**src/rtl/l15_data_arb_pkg.sv**
```systemverilog
// Shared types and width helpers for the L1.5 data RAM arbiter.
package l15_data_arb_pkg;

    localparam int unsigned NB_READERS_DEF   = 4;
    localparam int unsigned STARVE_LIMIT_DEF = 4;

    // A single reader still gets a 1-bit index so that vectors never collapse to zero width.
    function automatic int unsigned idx_width(input int unsigned n);
        return (n > 1) ? $clog2(n) : 1;
    endfunction

    function automatic int unsigned cnt_width(input int unsigned limit);
        return $clog2(limit + 1);
    endfunction

    localparam int unsigned READER_IDX_W = idx_width(NB_READERS_DEF);
    localparam int unsigned STARVE_CNT_W = cnt_width(STARVE_LIMIT_DEF);

    typedef logic [READER_IDX_W-1:0] reader_idx_t;

endpackage

```
**src/rtl/l15_rr_pick.sv**
```systemverilog
// Combinational round-robin picker: the first requester at or after ptr wins.
module l15_rr_pick #(
    parameter int unsigned NB_READERS = 4,
    parameter int unsigned IDX_W      = 2
) (
    input  logic [NB_READERS-1:0] req,
    input  logic [IDX_W-1:0]      ptr,
    output logic [NB_READERS-1:0] gnt,
    output logic [IDX_W-1:0]      idx,
    output logic                  valid
);

    logic [31:0] cand;

    always_comb begin
        gnt   = '0;
        idx   = '0;
        valid = 1'b0;
        cand  = '0;
        for (int unsigned i = 0; i < NB_READERS; i++) begin
            cand = (32'(ptr) + i) % NB_READERS;
            if (!valid && req[cand[IDX_W-1:0]]) begin
                valid                 = 1'b1;
                idx                   = cand[IDX_W-1:0];
                gnt[cand[IDX_W-1:0]] = 1'b1;
            end
        end
    end

endmodule

```
**src/rtl/l15_data_ram_arbiter.sv**
```systemverilog
// Shares the single-port L1.5 data RAM between one refill writer and NB_READERS fetch readers.
module l15_data_ram_arbiter
    import l15_data_arb_pkg::*;
#(
    parameter int unsigned NB_READERS   = 4,
    parameter int unsigned DATA_WIDTH   = 128,
    parameter int unsigned ADDR_WIDTH   = 7,
    parameter int unsigned STARVE_LIMIT = 4
) (
    input  logic                             clk,
    input  logic                             rst,
    input  logic                             wr_req_i,
    output logic                             wr_gnt_o,
    input  logic [ADDR_WIDTH-1:0]            wr_addr_i,
    input  logic [DATA_WIDTH-1:0]            wr_wdata_i,
    input  logic [DATA_WIDTH/8-1:0]          wr_be_i,
    input  logic [NB_READERS-1:0]            rd_req_i,
    output logic [NB_READERS-1:0]            rd_gnt_o,
    input  logic [NB_READERS*ADDR_WIDTH-1:0] rd_addr_i,
    output logic [NB_READERS-1:0]            rd_rvalid_o,
    output logic [DATA_WIDTH-1:0]            rd_rdata_o,
    output logic                             ram_req_o,
    output logic                             ram_write_o,
    output logic [ADDR_WIDTH-1:0]            ram_addr_o,
    output logic [DATA_WIDTH-1:0]            ram_wdata_o,
    output logic [DATA_WIDTH/8-1:0]          ram_be_o,
    input  logic [DATA_WIDTH-1:0]            ram_rdata_i
);

    localparam int unsigned IDX_W = idx_width(NB_READERS);
    localparam int unsigned CNT_W = cnt_width(STARVE_LIMIT);

    logic [IDX_W-1:0]      rr_ptr;
    logic [IDX_W-1:0]      rr_idx;
    logic [IDX_W-1:0]      rr_ptr_next;
    logic [NB_READERS-1:0] rr_gnt;
    logic                  rr_valid;
    logic [CNT_W-1:0]      starve_cnt;
    logic [NB_READERS-1:0] resp_onehot;
    logic                  rd_pending;
    logic                  wr_win;
    logic                  rd_win;
    logic [ADDR_WIDTH-1:0] rd_addr_sel;

    l15_rr_pick #(
        .NB_READERS (NB_READERS),
        .IDX_W      (IDX_W)
    ) u_rr_pick (
        .req   (rd_req_i),
        .ptr   (rr_ptr),
        .gnt   (rr_gnt),
        .idx   (rr_idx),
        .valid (rr_valid)
    );

    always_comb begin
        rd_pending  = |rd_req_i;
        // With no read waiting the write always wins; otherwise only until the budget runs out.
        wr_win      = wr_req_i && (!rd_pending || (starve_cnt < CNT_W'(STARVE_LIMIT)));
        rd_win      = !rst && !wr_win && rr_valid;
        wr_gnt_o    = !rst && wr_win;
        rd_gnt_o    = rd_win ? rr_gnt : '0;
        rd_addr_sel = rd_addr_i[rr_idx*ADDR_WIDTH +: ADDR_WIDTH];
        rr_ptr_next = (rr_idx == IDX_W'(NB_READERS - 1)) ? '0 : rr_idx + 1'b1;

        ram_req_o   = wr_gnt_o || rd_win;
        ram_write_o = wr_gnt_o;
        ram_addr_o  = wr_gnt_o ? wr_addr_i : rd_addr_sel;
        ram_wdata_o = wr_wdata_i;
        ram_be_o    = wr_gnt_o ? wr_be_i : '0;

        // A reset in the response cycle drops the in-flight line.
        rd_rvalid_o = rst ? '0 : resp_onehot;
        rd_rdata_o  = ram_rdata_i;
    end

    always_ff @(posedge clk) begin
        if (rst) begin
            resp_onehot <= '0;
            rr_ptr      <= '0;
            starve_cnt  <= '0;
        end else begin
            resp_onehot <= rd_gnt_o;
            if (rd_win) begin
                rr_ptr <= rr_ptr_next;
            end
            if (rd_win || !rd_pending) begin
                starve_cnt <= '0;
            end else if (wr_gnt_o && (starve_cnt != CNT_W'(STARVE_LIMIT))) begin
                starve_cnt <= starve_cnt + 1'b1;
            end
        end
    end

endmodule
```
**config.mk**
```make
export PLATFORM = sky130hd
export DESIGN_NAME = l15_data_ram_arbiter
export DESIGN_NICKNAME = d
export VERILOG_FILES = /design/src/rtl/l15_data_arb_pkg.sv /design/src/rtl/l15_rr_pick.sv /design/src/rtl/l15_data_ram_arbiter.sv
export SDC_FILE = /design/constraint.sdc
export NUM_CORES = 1
export LEC_CHECK = 0
export ABC_AREA = 1
export BUFFER_PORTS_ARGS = -buffer_cell sky130_fd_sc_hd__buf_4
export CAP_MARGIN = 5
export CELL_PAD_IN_SITES_DETAIL_PLACEMENT = 1
export CELL_PAD_IN_SITES_GLOBAL_PLACEMENT = 1
export CORE_AREA = 10 10 228 230
export DETAILED_ROUTE_END_ITERATION = 6
export DIE_AREA = 0 0 238 240
export HOLD_SLACK_MARGIN = 0.12
export PLACE_DENSITY = 0.52
export SYNTH_ARGS = -nofsm -noshare
export SYNTH_HDL_FRONTEND = slang
export SYNTH_SLANG_ARGS = --single-unit
```
**constraint.sdc**
```tcl
create_clock -name clk -period 2.2 [get_ports clk]
set_clock_uncertainty 0.15 [all_clocks]
set_input_delay 0.22 -clock clk [delete_from_list [all_inputs] [get_ports clk]]
set_output_delay 0.22 -clock clk [all_outputs]
set_load 0.01 [all_outputs]
```
# After elaboration in Yosys (flattened, before gate mapping)
# Index checks and enable logic that the tools add are counted.
[op_classes]
add_sub_neg = 5
multipliers = 1
n_lt_le_gt_ge = 9
eq_ne = 2
n_shift = 1
mux = 33
n_bitwise = 3
reduce_logical = 23
[op_table]
columns = ["cell", "count"]
rows = [
  ["variable part select 28 x 6 -> 7 bit", 1],
  ["two-way mux 4 bit", 6],
  ["two-way mux 16 bit", 1],
  ["logical AND 1 bit", 12],
  ["< comparator 2 x 3 -> 1 bit (second input constant)", 4],
  ["two-way mux 1 bit", 12],
  ["OR 4 bit", 3],
  ["two-way mux 2 bit", 5],
  ["binary-select mux 1 bit (select 2 bit)", 4],
  ["demux 1 bit (select 2 bit)", 4],
  ["greater-or-equal comparator 2 x 1 -> 1 bit (second input constant)", 4],
  ["two-way mux 7 bit", 1],
  ["zero test 1 bit", 6],
  ["multiplier 2 x 3 -> 5 bit (second input constant)", 1],
  ["adder 2 x 1 -> 2 bit (second input constant)", 2],
  ["adder 2 bit (second input constant)", 2],
  ["OR reduction 4 bit", 1],
  ["adder 3 x 1 -> 3 bit (second input constant)", 1],
  ["logical OR 1 bit", 3],
  ["< comparator 3 bit (second input constant)", 1],
  ["!= test 3 bit (second input constant)", 1],
  ["equality test 2 bit (second input constant)", 1],
  ["OR reduction 2 bit", 1],
]
[word_totals]
reg_bits = 9
input_bits = 314
output_inout_bits = 290
wordCells = 80

# Longest topological paths before layout
[logic_depth]
depth_word = 15
depth_mapped = 16
ltp_nobuf = 14

# Hierarchy
# Synthesis repeated with hierarchy kept, for this count alone.
[hier_totals]
hier_cells = 502
hier_area_um2 = 3321.9
[by_module_without_submodules]
columns = ["module", "instances", "cells_each", "area_per_inst_um2"]
rows = [
  ["l15_data_ram_arbiter", 1, 428, 2881.5],
  ["l15_rr_pick", 1, 74, 440.4],
]

# Worst setup path before layout
# OpenSTA, ideal clock, no wires.
[synth_timing]
kind = "register -> output"
start = "register rr_ptr[0]"
end = "output ram_addr_o[4]"
t_arrival_ns = 2.027
slack_ns = -0.197
stages_incl_launch_ff = 16
path_cell_list = "dfxtp_1 buf_6 inv_4 ha_1 inv_1 nand3_2 nand2_4 nor2_4 nor2_2 nand2_4 buf_4 nand3_1 nand3_1 nand2_1 nand2_1 nand2_1"
[synth_via]
elab_chain_cells = 15
word_cells_on_any_way = 27
[synth_rtl]
columns = ["element", "line", "source"]
rows = [
  ["start: declaration", "l15_data_ram_arbiter.sv:33", "logic [IDX_W-1:0] rr_ptr;"],
  ["start signal: assignment", "l15_data_ram_arbiter.sv:85", "rr_ptr <= rr_ptr_next;"],
  ["parallel branches: the longest is 11 deep, another holds adder 2 x 1 -> 2 bit", "--", ""],
  ["two-way mux 2 bit *", "l15_rr_pick.sv:22", "if (!valid && req[cand[IDX_W-1:0]]) begin"],
  ["multiplier 2 x 3 -> 5 bit *", "l15_data_ram_arbiter.sv:63", "rd_addr_sel = rd_addr_i[rr_idx*ADDR_WIDTH +: ADDR_WIDTH];"],
  ["variable part select 28 x 6 -> 7 bit *", "l15_data_ram_arbiter.sv:63", ""],
  ["two-way mux 7 bit *", "l15_data_ram_arbiter.sv:68", "ram_addr_o = wr_gnt_o ? wr_addr_i : rd_addr_sel;"],
  ["end: declaration", "l15_data_ram_arbiter.sv:24", "output logic [ADDR_WIDTH-1:0] ram_addr_o,"],
]
# Every way passes the cells marked *. The select of a mux whose other input is x is not followed.

# Final worst setup path
[layout_timing]
start = "register rr_ptr[1]"
end = "output ram_addr_o[1]"
# The elaborated chain is that of the path after synthesis.

==> results by group <==
Status
  – Outcome: complete, but fails checks
  – Failing checks: negative setup slack

Floorplanning
  – Die Y: 240 µm
  – Total Die Area: 0.0571 mm²
  – I/O pin count: 604
  – Initial Util: 0.0723
  – Chip width: 238 µm
  – Core Footprint: 0.0473 mm²
  – Std-Cell Rows: 80

Hold path
  – Hold worst-path end: rr_ptr[0]
  – Worst Hold Launch: rst
  – Min-delay worst type: input port to register
  – Hold Crit Depth: 2

Pwr
  – Pwr Total: 3.85 mW
  – Pwr dens: 1080 mW/mm²
  – Lkg Pwr: 1.69 nW
  – Peak VDD IR: 0.306 mV

Place
  – Dpl ws: -296 ps
  – Placed cells: 998
  – Hpwl dp: 12.6 mm
  – Port-buffer cells: 91
  – RePlAce Congestion: 0.729

Layout
  – Share of layout cells above drive strength 1: 0.486
  – Fin cells: 1,015
  – Final nets: 724
  – Synth-to-Final Area Change: 4.28%

Clock network
  – CTS tree: done
  – Clk Latency, worst-skew pair: 240 ps
  – Clock-pin slew on the worst setup and hold paths: 40 ps
  – Root buffer cell: clkbuf_16
  – Num CTS Buffers: 3
  – CTS H-Tree Depth: 1
  – CTS sink cnt: 9
  – CTS Buffer Depth: 2

Yosys
  – Mean area per synthesized cell: 6.43 µm²
  – YS warnings: 0
  – Compound-cell area share of the yosys netlist: 0.0285
  – Net Count, Synth: 856
  – Largest family of logic cells by synthesized area: buffers and inverters
  – Top cells by area, synth: buf_4 (57%), nand2_1 (8.6%), inv_1 (7.3%), nand3_1 (5.6%), dfxtp_1 (5.3%)
  – Synth Instances: 532
  – Post-synthesis adder-cell area fraction: 0.0366
  – Synth Area in XOR/XNOR: 0.00256
  – Mapped Area: 0.00342 mm²
  – Yosys top cell by area: buf_4
  – Yosys cell types: 29
  – Synth Area in Simple Gates: 0.221
  – Post-synthesis mux area share: 0
  – Flops & latches, synth: 9
  – Yosys top cell area share: 0.566
  – Sequential area share after synthesis: 0.0527

Routing
  – Vias: 2,551
  – Initial DRC Count: 55
  – Final WL: 14.8 mm
  – Drc violations: 0
  – First-pass detailed-route iteration total: 4
  – Post-route ant nets: 0
  – Number of vias per cell: 2.51
  – WL/cell: 14.6 µm

Timing
  – Worst Tran Pin Value: 328 ps
  – Setup ws final: -300 ps
  – # setup viols final: 11
  – RSZ-0062 raised after global routing: true
  – Fin. max-slew vios: 0
  – Max-slew headroom: 0.781
  – Setup_tns: -2680 ps
  – Crit path time final: 2500 ps
  – Period utilization: 1.14
  – Final hold violations: 0
  – Fmax: 400 MHz

Setup path
  – R2R depth: 11
  – CP Max Fanout: 6
  – Category of the most critical setup path: register to primary output
  – CP startpoint kind: register
  – Crit-path slowest cell: dfxtp_2
  – Worst r2r src: rr_ptr[0]
  – Worst R2R End: rr_ptr[1]
  – CP required: 1830 ps
  – Slowest Stage Delay on Critical Path: 330 ps
  – Worst EP arrival: 2130 ps
  – Crit-path cells: inv_2 > ha_4 > inv_4 > nand3_4 > nand2_8 > nand4_4 > nand2_4 > buf_8 > nand3_1 > nand3_1 > nand2_1 > nand2_1 > nand2_2 > buf_4
  – Worst setup EP type: primary output
  – R2R setup slack: 150 ps

Global route
  – Largest net degree at the start of global routing: 16
  – First-pass GRT wire length: 19.7 mm
  – Total track usage: 0.0477
  – Vias in the first global route: 2,778
  – Initial antenna violation count: 1
  – Grt ovf: 0

Job
  – Max cap viols: 0
area by class of cell:
class / count / area, µm²
fill: 5739 / 43800
tap: 615 / 769
sequential: 9 / 183
timing repair buffer: 127 / 1030
inverter: 72 / 285
multi-input combinational: 187 / 1220
antenna: 1 / 2.50
clock buffer: 4 / 78.8
cells in the final DEF (no fill, tap or decap), types with 2 or more instances in the layout:
cell | netlist | routed
a21oi_1 | 6 | 4
a21oi_2 | 1 | 2
buf_4 | 258 | 114
buf_6 | 2 | 10
clkbuf_16 | 0 | 4
dfxtp_1 | 9 | 7
dfxtp_2 | 0 | 2
ha_1 | 10 | 9
inv_1 | 67 | 62
inv_2 | 3 | 5
inv_4 | 1 | 4
nand2_1 | 78 | 60
nand2_2 | 6 | 17
nand2_4 | 4 | 9
nand2_8 | 0 | 2
nand3_1 | 38 | 32
nand3_2 | 3 | 6
nand3_4 | 0 | 3
nand4_1 | 3 | 3
nor2_1 | 24 | 22
nor2_2 | 3 | 3
nor2_4 | 1 | 3
o22ai_4 | 0 | 2
synth_stat cells (all sizes together):
cell type / instances
buf: 262
nand4: 4
inv: 71
a21oi: 7
o31ai: 1
xor2: 1
nor2: 28
dfxtp: 9
a31o: 1
a21boi: 1
ha: 10
clkbuf: 2
nand3: 41
o22ai: 2
nand2: 88
o211ai: 1
clkinv: 1
a22oi: 2
registers in the layout, indices dropped and copies added (netlist names):
| register | flops |
|---|---|
| rr_ptr | 2 |
| resp_onehot | 4 |
| starve_cnt | 3 |
worst max path at each step:
stage               from            end  depth (start not counted)
5_1_grt        rr_ptr[1]  ram_addr_o[5]                         14
6_report       rr_ptr[1]  ram_addr_o[1]                         14
3_5_place_dp   rr_ptr[0]  ram_addr_o[5]                         14
3_3_place_gp   rr_ptr[0]  ram_addr_o[5]                         14
2_1_floorplan  rr_ptr[0]  ram_addr_o[4]                         15
4_1_cts        rr_ptr[1]  ram_addr_o[5]                         14
routing by layer:
metal  global-route usage  up-vias  routed length, µm
met3               0.0333      134               2260
met1               0.0421     1058               4730
met2               0.0694      276               6320
met4               0.0489        2               1430
li1                     -     1081                  -
met5              0.00623        -                 48
kinds of logic (layout without fill, tap and decap cells):
family                     count (synthesis)  in the layout
xor gates and xnor gates                   1              1
DFF                                        9              9
buffers and inverters                    336            203
other                                      0              1
adders and majority gates                 10             10
AOI/OAI and AO/OA                         15             15
and+or+nand+nor                          161            161
report_power, final:
group / internal [mW] / total [mW] / switching (mW) / leakage, nW
Sequential: 0.195 / 0.212 / 0.0163 / 0.0740
Clock: 0.244 / 0.341 / 0.0974 / 0.0382
Combinational: 1.47 / 3.30 / 1.82 / 1.58
stage by stage:
step | hold slack [ps] | instance area, µm² | utilization
global route | 134 | 3570 | 0.0753
floorplan | 311 | 3450 | -
global placement | 290 | 3120 | 0.0660
detailed placement | 290 | 3120 | 0.0660
finish | 139 | 3570 | 0.0754
CTS | 137 | 3420 | 0.0722
repair_timing:
action                     in CTS  in global routing
hold buffers                    0                  0
resized for setup              38                 23
buffers inserted                6                  5
pin swaps                      12                  8
setup endpoints to repair      11                 11
gates cloned                    0                  1
critical path: cells and delay by family, from the launching register on:
family | cells | cell delay (ps)
flops | 1 | 330
simple gates | 9 | 890
fa+ha+maj | 1 | 270
buf+inv | 4 | 400
Note: power is estimated with default switching activity, not from simulation.
